[config.mk]
export PLATFORM = sky130hd
export DESIGN_NAME = ccip_rd_scheduler
export DESIGN_NICKNAME = d
export VERILOG_FILES = /design/src/rtl/ase_pkg.sv /design/src/rtl/ccip_rd_scheduler_arb.sv /design/src/rtl/ccip_rd_scheduler.sv
export SDC_FILE = /design/constraint.sdc
export NUM_CORES = 2
export LEC_CHECK = 0
export CAP_MARGIN = 40
export CELL_PAD_IN_SITES_DETAIL_PLACEMENT = 0
export CELL_PAD_IN_SITES_GLOBAL_PLACEMENT = 1
export CORE_AREA = 2 2 510 512
export CTS_CLUSTER_DIAMETER = 50
export DETAILED_ROUTE_END_ITERATION = 8
export DIE_AREA = 0 0 512 514
export HOLD_SLACK_MARGIN = 0.03
export PLACE_DENSITY_LB_ADDON = 0.1
export SLEW_MARGIN = 40
export SYNTH_ARGS = -nofsm -noshare
export SYNTH_HDL_FRONTEND = slang
export SYNTH_HIERARCHICAL = 1
export SYNTH_SLANG_ARGS = --single-unit
[constraint.sdc]
create_clock -name clk -period 4.7 [get_ports clk]
set_input_delay 0.94 -clock clk [delete_from_list [all_inputs] [get_ports clk]]
set_output_delay 0.94 -clock clk [all_outputs]
set_load 0.05 [all_outputs]
[src/rtl/ase_pkg.sv]
// Shared CCI-P/ASE types and constants used by the read scheduler.
package ase_pkg;

  localparam int CCIP_ADDR_WIDTH  = 42;
  localparam int CCIP_DATA_WIDTH  = 512;
  localparam int CCIP_MDATA_WIDTH = 16;

  localparam logic [3:0] ASE_RDLINE_S = 4'h4;
  localparam logic [3:0] ASE_RDLINE_I = 4'h6;

  typedef enum logic [1:0] {
    VcVa  = 2'b00,
    VcVl0 = 2'b01,
    VcVh0 = 2'b10,
    VcVh1 = 2'b11
  } ccip_vc_e;

  typedef struct packed {
    logic [1:0]                 vc;
    logic                       sop;
    logic                       rsvd0;
    logic [1:0]                 len;
    logic [3:0]                 reqtype;
    logic [5:0]                 rsvd1;
    logic [CCIP_ADDR_WIDTH-1:0] addr;
    logic [15:0]                mdata;
  } TxHdr_t;

  typedef struct packed {
    logic [1:0]  vc_used;
    logic        rsvd1;
    logic        hitmiss;
    logic        format;
    logic        rsvd0;
    logic [1:0]  clnum;
    logic [3:0]  resptype;
    logic [15:0] mdata;
  } RxHdr_t;

endpackage

[src/rtl/ccip_rd_scheduler_arb.sv]
// Round-robin arbiter: pointer names the highest-priority requester and
// moves past the winner only when the grant is actually taken.
module ccip_rr_arbiter #(
  parameter int unsigned NUM_REQ = 4
) (
  input  logic               i_clk,
  input  logic               i_rst_n,
  input  logic [NUM_REQ-1:0] i_req,
  input  logic               i_advance,
  output logic [NUM_REQ-1:0] o_grant
);

  localparam int unsigned PtrW = $clog2(NUM_REQ);

  logic [PtrW-1:0] r_ptr;
  logic [PtrW-1:0] w_next_ptr;

  always_comb begin
    logic [PtrW:0]   sum;
    logic [PtrW-1:0] idx;
    logic            found;
    o_grant    = '0;
    w_next_ptr = r_ptr;
    found      = 1'b0;
    sum        = '0;
    idx        = '0;
    for (int k = 0; k < int'(NUM_REQ); k++) begin
      sum = {1'b0, r_ptr} + (PtrW+1)'(k);
      if (sum >= (PtrW+1)'(NUM_REQ)) sum = sum - (PtrW+1)'(NUM_REQ);
      idx = sum[PtrW-1:0];
      if (!found && i_req[idx]) begin
        found        = 1'b1;
        o_grant[idx] = 1'b1;
        w_next_ptr   = (idx == PtrW'(NUM_REQ - 1)) ? '0 : idx + 1'b1;
      end
    end
  end

  always_ff @(posedge i_clk or negedge i_rst_n) begin
    if (!i_rst_n) begin
      r_ptr <= '0;
    end else if (i_advance) begin
      r_ptr <= w_next_ptr;
    end
  end

endmodule

[src/rtl/ccip_rd_scheduler.sv]
// Shares the C0 Tx read channel among NUM_REQ requesters, allocates mdata
// tags from a free pool and steers C0 Rx responses back to their owner.
module ccip_rd_scheduler
  import ase_pkg::*;
#(
  parameter int unsigned NUM_REQ   = 4,
  parameter int unsigned TAG_WIDTH = 6
) (
  input  logic                                    clk,
  input  logic                                    SoftReset_n,
  input  logic [1:0]                              cfg_vc,
  input  logic [NUM_REQ-1:0]                      req_valid,
  input  logic [NUM_REQ-1:0][CCIP_ADDR_WIDTH-1:0] req_addr,
  input  logic [NUM_REQ-1:0]                      req_inval,
  output logic [NUM_REQ-1:0]                      req_ready,
  output TxHdr_t                                  C0TxHdr,
  output logic                                    C0TxRdValid,
  input  logic                                    C0TxAlmFull,
  input  RxHdr_t                                  C0RxHdr,
  input  logic                                    C0RxRdValid,
  input  logic [CCIP_DATA_WIDTH-1:0]              C0RxData,
  output logic [NUM_REQ-1:0]                      rsp_valid,
  output logic [CCIP_DATA_WIDTH-1:0]              rsp_data,
  output logic [TAG_WIDTH:0]                      outstanding,
  output logic                                    err_spurious
);

  localparam int unsigned PoolSize = 2 ** TAG_WIDTH;
  localparam int unsigned IdxW     = $clog2(NUM_REQ);

  logic [PoolSize-1:0]        r_free;
  logic [IdxW-1:0]            r_owner [PoolSize];
  logic [TAG_WIDTH:0]         r_cnt;
  logic                       r_err;
  logic                       r_txv;
  TxHdr_t                     r_hdr;
  logic [NUM_REQ-1:0]         r_rspv;
  logic [CCIP_DATA_WIDTH-1:0] r_rspd;

  logic [NUM_REQ-1:0]   w_grant;
  logic                 w_issue;
  logic [TAG_WIDTH-1:0] w_alloc_tag;
  logic [IdxW-1:0]      w_gnt_idx;
  TxHdr_t               w_hdr;
  logic [TAG_WIDTH-1:0] w_rsp_tag;
  logic                 w_rsp_hit;
  logic                 w_spurious;
  logic [PoolSize-1:0]  w_alloc_mask;
  logic [PoolSize-1:0]  w_rel_mask;
  logic                 w_unused;

  assign w_issue = (|req_valid) && (|r_free) && !C0TxAlmFull;

  ccip_rr_arbiter #(
    .NUM_REQ (NUM_REQ)
  ) u_arb (
    .i_clk     (clk),
    .i_rst_n   (SoftReset_n),
    .i_req     (req_valid),
    .i_advance (w_issue),
    .o_grant   (w_grant)
  );

  assign req_ready = w_issue ? w_grant : '0;

  always_comb begin
    w_alloc_tag = '0;
    for (int i = int'(PoolSize) - 1; i >= 0; i--) begin
      if (r_free[i]) w_alloc_tag = TAG_WIDTH'(i);
    end
  end

  always_comb begin
    w_gnt_idx = '0;
    for (int i = 0; i < int'(NUM_REQ); i++) begin
      if (w_grant[i]) w_gnt_idx = IdxW'(i);
    end
  end

  always_comb begin
    w_hdr         = '0;
    w_hdr.vc      = cfg_vc;
    w_hdr.reqtype = req_inval[w_gnt_idx] ? ASE_RDLINE_I : ASE_RDLINE_S;
    w_hdr.addr    = req_addr[w_gnt_idx];
    w_hdr.mdata   = CCIP_MDATA_WIDTH'(w_alloc_tag);
  end

  assign w_rsp_tag  = C0RxHdr.mdata[TAG_WIDTH-1:0];
  assign w_rsp_hit  = C0RxRdValid && !r_free[w_rsp_tag];
  assign w_spurious = C0RxRdValid && r_free[w_rsp_tag];

  // Allocated tag is free and a hit tag is busy, so the two masks never overlap.
  assign w_alloc_mask = w_issue ? (PoolSize'(1) << w_alloc_tag) : '0;
  assign w_rel_mask   = w_rsp_hit ? (PoolSize'(1) << w_rsp_tag) : '0;

  always_ff @(posedge clk or negedge SoftReset_n) begin
    if (!SoftReset_n) begin
      r_free <= '1;
      r_cnt  <= '0;
      r_err  <= 1'b0;
      r_txv  <= 1'b0;
      r_hdr  <= '0;
      r_rspv <= '0;
      r_rspd <= '0;
      for (int i = 0; i < int'(PoolSize); i++) r_owner[i] <= '0;
    end else begin
      r_free <= (r_free & ~w_alloc_mask) | w_rel_mask;
      r_txv  <= w_issue;
      if (w_issue) begin
        r_owner[w_alloc_tag] <= w_gnt_idx;
        r_hdr                <= w_hdr;
      end
      r_rspv <= w_rsp_hit ? (NUM_REQ'(1) << r_owner[w_rsp_tag]) : '0;
      if (w_rsp_hit) r_rspd <= C0RxData;
      if (w_spurious) r_err <= 1'b1;
      r_cnt <= r_cnt + (TAG_WIDTH+1)'(w_issue) - (TAG_WIDTH+1)'(w_rsp_hit);
    end
  end

  assign C0TxRdValid  = r_txv;
  assign C0TxHdr      = r_hdr;
  assign rsp_valid    = r_rspv;
  assign rsp_data     = r_rspd;
  assign outstanding  = r_cnt;
  assign err_spurious = r_err;

  assign w_unused = ^C0RxHdr;

endmodule

==> impl_metrics.csv <==
group,metric,value,unit
status,outcome,"completed",
clock_network,clk_latency,0.85,ns
synth,synth_area,0.0338,sq mm
synth,yosysWarnings,6,
drt,routed_wl,214,mm
layout,final_common_cell,"clkdlybuf4s50_1",
floorplan,die-area,0.263,sq mm
drt,vias,27095,
layout,fin_cells,7479,
sta,finalCriticalPeriod,4.45,ns
clock_network,cts_buffers,176,
drt,drcViolationCount,0,
synth,synth-simple-area-share,5.38,%
clock_network,cts_tree,"built",
worst_setup_path,cp-end-kind,"primary output",
layout,syn_to_final_growth,70.2,%
global_route,first_global_vias,27970,
floorplan,start_util,13.1,%
worst_setup_path,startpoint_type,"primary input",
sta,rsz0062_at_grt,"false",
clock_network,clock-sinks,771,
synth,synth-edff-count,0,
floorplan,die-width,512,microns
pwr,ir_drop,0.372,mV
worst_setup_path,crit_arrival,3.51,ns
place,placed_cells,7139,
pwr,p_total,39.4,mW
synth,synth_xor_area_share,0.155,%
global_route,grt_overflow,0,
global_route,grt_max_degree,116,
sta,fin_crit_sh,94.7,%
synth,avgSynthCellArea,13.6,sq um
global_route,grt_util_all_layers,15.8,%
hold_path,hp-class,"register to register",
sta,finalClockSkew,0.0941,ns
synth,yosys.area.top_type,"dfrtp_1",
clock_network,clkTransAtPathRegs,0.04,ns
drt,via_per_inst,3.62,
drt,first_pass_iters,5,
global_route,grt_pass1_wl,280,mm
drt,detail-route-antenna-nets,0,
sta,hold_violations,0,
sta,final-setup-viol-count,0,
synth,synth_compound_area_share,5.96,%
synth,synthFlopType,"dfrtp_1",
layout,layout.nets,4652,
synth,synth_top_family_by_area,"multiplexers",
floorplan,dieHeight,514,microns
pwr,powerDensity,684,mW/mm^2
place,routabilityCongestion,0.827,
layout,layout_common_cells,"1255 x clkdlybuf4s50_1, 707 x dfrtp_1, 440 x mux2_2, 200 x mux2_1, 176 x clkbuf_16",
synth,yosys.area_share.adder,0.540,%
synth,syn_inst,2479,
synth,synth-seq-area-share,57.3,%
synth,ys_ff_latch,771,
run,drv_cap,0,
place,port-buffer-count,1280,
sta,max_freq,225,MHz
synth,synthTopCellsByArea,"dfrtp_1 52%, mux2_2 15%, mux2_1 6.7%",
synth,synthArstFlopShare,100,%
synth,synthDistinctLibCells,70,
worst_setup_path,crit_type,"primary input to primary output",
worst_setup_path,crit_fanout,12,
synth,yosys-mux-area-fraction,26.9,%
global_route,antenna_found_initial,97,
floorplan,core.rowCount,187,
clock_network,htree_levels,4,
sta,drv_slew,0,
floorplan,core_area,0.258,sq mm
worst_setup_path,cp.required,3.76,ns
floorplan,pin_count,1325,
synth,netlist.area_leader.share,52.3,%
drt,wl_per_cell,28.6,microns
drt,drt_iter0_markers,1047,
clock_network,clockBufferDepth,3,
sta,worst_pin_slew,0.904,ns
clock_network,cts_setup_buffers,0,
place,hpwlAfterDp,174,mm
pwr,p_leak,22.9,nW
sta,timing.slew.headroom,39.5,%
layout,layout-drive-gt1-share,25.6,%
clock_network,cts-root-buf,"clkbuf_16",
## logic make-up (layout without fill, tap and decap cells)
family	Yosys count	count (layout)
AO/OA/AOI/OAI	328	328
XOR/XNOR	6	6
adder cells (fa/ha/maj)	14	14
buffers and inverters	212	1774
flip-flops	771	771
multiplexers	749	749
other	1	37
AND/OR/NAND/NOR	398	398
## final timing paths
| kind | start | to | slack [ns] | cells after the start |
|---|---|---|---|---|
| min in group asynchronous | SoftReset_n | r_owner[62] | 0.62 | 2 |
| min | C0TxHdr[25] | C0TxHdr[25] | 0.47 | 2 |
| max in group asynchronous | SoftReset_n | r_owner[78] | 2.63 | 4 |
| min reg2reg | C0TxHdr[25] | C0TxHdr[25] | 0.47 | 2 |
| max | req_valid[0] | req_ready[2] | 0.25 | 10 |
| max reg2reg | r_free[45] | r_owner[69] | 0.74 | 9 |
## worst max-delay path: stages
cell and delay, ns:
clkdlybuf4s50_1 0.42, buf_4 0.19, mux4_2 0.57, or2_1 0.32, nor3b_4 0.29, a22oi_1 0.15
o21ai_4 0.12, inv_1 0.11, nor2_1 0.22, buf_12 0.17
## flip-flops by register name, summed over array words and instances, names as in the netlist
name,cells
rsp_data,512
C0TxHdr,52
outstanding,7
rsp_valid,4
u_arb/r_ptr,2
C0TxRdValid,1
r_owner,128
r_free,64
err_spurious,1
## power breakdown
group,leakage [nW],total [mW],internal [mW],switching (mW)
registers,9.21,9.36,8.34,1.02
logic,10.6,16.6,5.68,10.9
clock network,3.10,13.5,8.94,4.52
## cell type report
class / count / area (sq um)
fill: 27470 / 200000
tap: 3402 / 4260
inverter: 44 / 165
antenna: 15 / 37.5
multi-input combinational: 1517 / 13300
clock buffer: 227 / 4880
timing repair buffer: 1406 / 14000
clock inverter: 97 / 1580
sequential: 771 / 19400
## Yosys cell counts, drive strengths merged (5+ instances only)
| cell type | count |
|---|---|
| nand2b | 8 |
| mux2i | 46 |
| nand3 | 11 |
| a21o | 7 |
| nor4 | 22 |
| and2 | 11 |
| nor2 | 156 |
| dfrtp | 707 |
| dfstp | 64 |
| a22oi | 7 |
| nor2b | 20 |
| xnor2 | 6 |
| clkbuf | 52 |
| a21oi | 124 |
| nand2 | 114 |
| or2 | 8 |
| ha | 13 |
| o21ai | 85 |
| o2bb2ai | 33 |
| mux2 | 640 |
| nand4 | 6 |
| o31ai | 8 |
| o22ai | 20 |
| mux4 | 63 |
| or3 | 5 |
| inv | 44 |
| buf | 116 |
| nor3 | 21 |
## metal layers
metal / up-vias / GRT usage (%) / wire length (microns)
met1: 13894 / 17.8 / 83000
li1: 11879 / - / -
met2: 938 / 28.6 / 111000
met4: 58 / 3.22 / 3750
met3: 326 / 5.59 / 15800
met5: - / 0 / 367
## stage by stage
step | area [sq um] | worst slack (ns) | setup TNS (ns) | utilization (%) | hold slack [ns]
2_1_floorplan | 33900 | 0.105 | 0 | - | 0.462
3_3_place_gp | 51100 | -0.111 | -0.111 | 19.8 | 0.465
3_5_place_dp | 51100 | -0.0948 | -0.0948 | 19.8 | 0.465
4_1_cts | 57500 | 0.0111 | 0 | 22.3 | 0.480
5_1_grt | 57500 | 0.0252 | 0 | 22.3 | 0.494
6_report | 57600 | 0.249 | 0 | 22.3 | 0.471
## repair_timing
item / CTS / global route
setup endpoints to repair: 1 / 2
endpoints found under the hold margin: 12 / 0
pin swaps: 0 / 0
gates cloned: 0 / 0
resized for setup: 1 / 2
hold buffers: 1 / 0
Power figures use the tool's default switching activity.
==> RTL change 1 (same flow settings) <==
Put one more register stage on the output `err_spurious`, without a reset. The value now appears one clock later. The other outputs are not delayed to match.
--- a/src/rtl/ccip_rd_scheduler.sv
+++ b/src/rtl/ccip_rd_scheduler.sv
@@ -122,7 +122,9 @@
   assign rsp_valid    = r_rspv;
   assign rsp_data     = r_rspd;
   assign outstanding  = r_cnt;
-  assign err_spurious = r_err;
+  always_ff @(posedge clk) begin
+    err_spurious <= r_err;
+  end
 
   assign w_unused = ^C0RxHdr;
 
Behaviour: not the same (a bounded check fails within 4 cycles, from zero or initial values and one cycle with SoftReset_n low).
==> RTL change 1 against the unedited design <==
Final cell count up 0.20%; setup slack better by 0.017 ns; routed wire length up 5.1%; final area down 0.35%; synthesized area about the same; critical path depth down 1; total power down 1.4%; synthesized cell count about the same; sequential cell count up 1; largest cell class unchanged.
==> RTL change 1: results (changes against the unedited design) <==
[metrics] area of all placed cells without fillers: 0.0574 mm^2 (was 0.0576 mm^2)
[metrics] cts bufs inserted: 171 (was 176)
[metrics] global-route wire length before repair: 293000 um (was 280000 um)
[metrics] placed cell areas: 0.0511 mm^2 (about the same)
[metrics] maximum number of pins on one net before global-route repair: 128 (was 116)
[metrics] violation count after the first detailed-route iteration: 1114 (was 1047)
[metrics] arrival time reported for the critical path endpoint: 3.49 ns (was 3.51 ns)
[metrics] portion of the post-synthesis area used by sequential elements: 57.3% (about the same)
[metrics] half-perimeter wire length after placement: 184000 um (was 174000 um)
[metrics] Synth Area per Inst: 13.7 um^2 (was 13.6 um^2)
[metrics] result of the run: complete, no violations (unchanged)
[metrics] worst setup timing slack at the placement stage: -0.0915 ns (was -0.0948 ns)
[metrics] critical path peak fanout: 10 (was 12)
[metrics] xor/xnor share of the synthesized area: 0.155% (about the same)
[metrics] vias in the first global route: 28500 (was 28000)
[metrics] worst clock skew: 0.0576 ns (was 0.0941 ns)
[metrics] insertion delay to the later sink of the worst-skew pair: 0.81 ns (was 0.85 ns)
[metrics] share of cell area taken by muxes after synthesis: 26.8% (was 26.9%)
[metrics] start point of the worst min-delay path: r_err (was C0TxHdr[25])
[metrics] terminus of the critical flop-to-flop path: r_owner[37] (was r_owner[69])
[metrics] filler cell count in the final layout: 27600 (was 27500)
[metrics] Leak Pwr: 22.9 nW (about the same)
[metrics] wire length per cell after detailed routing: 30.0 um (was 28.6 um)
[metrics] end of the worst hold path: err_spurious (was C0TxHdr[25])
[metrics] number of antenna violations at the first check in global routing: 121 (was 97)
[metrics] cell count of the worst reg-to-reg path: 8 (was 9)
[metrics] hold slack final: 0.371 ns (was 0.471 ns)
[metrics] share of synthesized cell area in full adder, half adder and majority cells: 0.540% (about the same)
RTL change 1: area by class of cell:
cell class                      instances  share of cell area [%]
Timing Repair Buffer                 1413                    24.4
Antenna cell                           33                   0.144
Multi-Input combinational cell       1517                    23.2
Sequential cell                       772                    33.8
Clock inverter                         86                    2.13
Inverter                               44                   0.288
Clock buffer                          227                    8.58
Tap cell                             3402                    7.42
RTL change 1: worst max path at each step:
stage                 startpoint        endpoint  slack (ns)  depth (start not counted)
finish              req_valid[2]    req_ready[1]        0.27                          9
global route          r_free[31]    req_ready[2]        0.03                         11
CTS                   r_free[19]    req_ready[2]        0.07                         11
detailed placement    C0RxHdr[0]  outstanding[6]       -0.09                         17
global placement      C0RxHdr[0]  outstanding[6]       -0.14                         19
floorplan           req_valid[2]    req_ready[1]        0.10                          9
RTL change 1: what timing repair did:
item | 4_1_cts | 5_1_grt
buffers inserted | 0 | 0
gates resized for setup | 1 | 3
endpoints found under the setup margin | 1 | 1
hold endpoints to repair | 18 | 0
hold buffers | 1 | 0
RTL change 1: power groups by stage:
stage / logic (mW) / clock network (mW) / registers, mW
after CTS: 16.9 / 13.3 / 9.49
after global routing: 17.4 / 13.6 / 9.72
after global placement: 17.0 / 0 / 9.56
final: 16.4 / 12.9 / 9.50
after detailed placement: 16.9 / 0 / 9.57
after floorplan: 5.04 / 0 / 13.6
RTL change 1: per-layer routing:
metal	GRT usage [%]	up-vias
met5	0	-
met4	2.99	68
met3	6.01	313
met2	29.4	952
met1	19.5	13800
li1	-	11900
==> RTL change 2 (config.mk and constraints unchanged) <==
Without the edit above. Change the parameter `TAG_WIDTH` from 6 to 5.
--- a/src/rtl/ccip_rd_scheduler.sv
+++ b/src/rtl/ccip_rd_scheduler.sv
@@ -4,7 +4,7 @@
   import ase_pkg::*;
 #(
   parameter int unsigned NUM_REQ   = 4,
-  parameter int unsigned TAG_WIDTH = 6
+  parameter int unsigned TAG_WIDTH = 5
 ) (
   input  logic                                    clk,
   input  logic                                    SoftReset_n,
Ports: changed (resized outstanding); port bits go from 1325 to 1324. No check against the original RTL was run, so the function may have changed too.
==> RTL change 2 against the unedited design <==
Utilization decreased by 2.2 points; synthesized cell count decreased by 17%; final area decreased by 9.9%; final cell count decreased by 6.3%; critical path depth decreased by 1; routed wire length decreased by 21%; sequential cell count decreased by 98; setup slack improved by 0.0062 ns; total power increased by 1.1%; synthesized area decreased by 15%.
==> RTL change 2: results (changes against the unedited design) <==
[metrics] multi-input gate share of the layout cell area: 21.1% (was 23.1%)
[metrics] Leak Pwr: 20.4 nW (was 22.9 nW)
[metrics] global-route track usage on met2: 22.6% (was 28.6%)
[metrics] worst clock skew: 0.0629 ns (was 0.0941 ns)
[metrics] worst setup timing slack at the placement stage: 0.320 ns (was -0.0948 ns)
[metrics] global-route wire length before repair: 227000 um (was 280000 um)
[metrics] share of synthesized cell area in full adder, half adder and majority cells: 0.549% (was 0.540%)
[metrics] met2 wire length: 87600 um (was 111000 um)
[metrics] number of antenna violations at the first check in global routing: 94 (was 97)
[metrics] cell count of the worst reg-to-reg path: 13 (was 9)
[metrics] most numerous cell types in the synthesized netlist: sky130_fd_sc_hd__dfrtp_1, sky130_fd_sc_hd__mux2_2, sky130_fd_sc_hd__mux2_1 (unchanged)
[metrics] met1 GRT Util: 12.8% (was 17.8%)
[metrics] cts bufs inserted: 171 (was 176)
[metrics] portion of the post-synthesis area used by sequential elements: 58.8% (was 57.3%)
[metrics] clock network share of area: 11.7% (was 11.2%)
[metrics] worst supply voltage drop on vdd: 368 uV (was 372 uV)
[metrics] vias in the first global route: 24800 (was 28000)
[metrics] result of the run: complete, no violations (unchanged)
[metrics] placed cells: 6668 (was 7139)
[metrics] routability congestion estimate: 0.729 (was 0.827)
[metrics] start point of the worst min-delay path: C0TxHdr[66] (was C0TxHdr[25])
[metrics] number of distinct library cells after synthesis: 71 (was 70)
[metrics] layout cells sized above 1: 25.3% (was 25.6%)
[metrics] Min Clock Period, post-route: 4.45 ns (about the same)
[metrics] overall routed net length: 170000 um (was 214000 um)
[metrics] startpoint type of the worst setup path: flop (was primary input)
[metrics] met3 Use GR: 6.20% (was 5.59%)
[metrics] maximum number of pins on one net before global-route repair: 113 (was 116)
[metrics] end of the worst hold path: C0TxHdr[66] (was C0TxHdr[25])
[metrics] via total after detailed routing: 22800 (was 27100)
[metrics] gate family responsible for the most delay along the worst path: multiplexers (was buffers and inverters)
[metrics] Clock buffer cells: 229 (was 227)
[metrics] hold slack final: 0.466 ns (was 0.471 ns)
[metrics] worst rel slew slack: 40.2% (was 39.5%)
[metrics] area of all placed cells without fillers: 0.0519 mm^2 (was 0.0576 mm^2)
[metrics] share of cell area taken by muxes after synthesis: 27.0% (was 26.9%)
[metrics] delay of the slowest cell on the worst path: 0.62 ns (was 0.57 ns)
[metrics] placed cell areas: 0.0457 mm^2 (was 0.0511 mm^2)
[metrics] multi-input logic cell count: 1225 (was 1517)
[RTL change 2: cell count changes after synthesis, moves of 20 or more]
cell and delta:
sky130_fd_sc_hd__mux2_1 -66, sky130_fd_sc_hd__o21ai_0 -27, sky130_fd_sc_hd__dfstp_2 -32, sky130_fd_sc_hd__buf_8 -20
sky130_fd_sc_hd__nand2_1 -47, sky130_fd_sc_hd__dfrtp_1 -66, sky130_fd_sc_hd__a21oi_1 -28, sky130_fd_sc_hd__o2bb2ai_1 -23
sky130_fd_sc_hd__mux4_2 -35, sky130_fd_sc_hd__nor2_1 -41
[RTL change 2: report_power, final]
group	leakage [nW]	internal, mW	switching (mW)
clock network	2.91	8.24	4.23
registers	7.96	7.85	1.20
logic	9.51	6.34	12.0
[RTL change 2: repair_timing]
| action | CTS | global route |
|---|---|---|
| setup buffers | 8 | 0 |
| endpoints found under the hold margin | 12 | 0 |
| hold buffers | 1 | 0 |
| setup endpoints to repair | 4 | 0 |
| resized for setup | 4 | 0 |
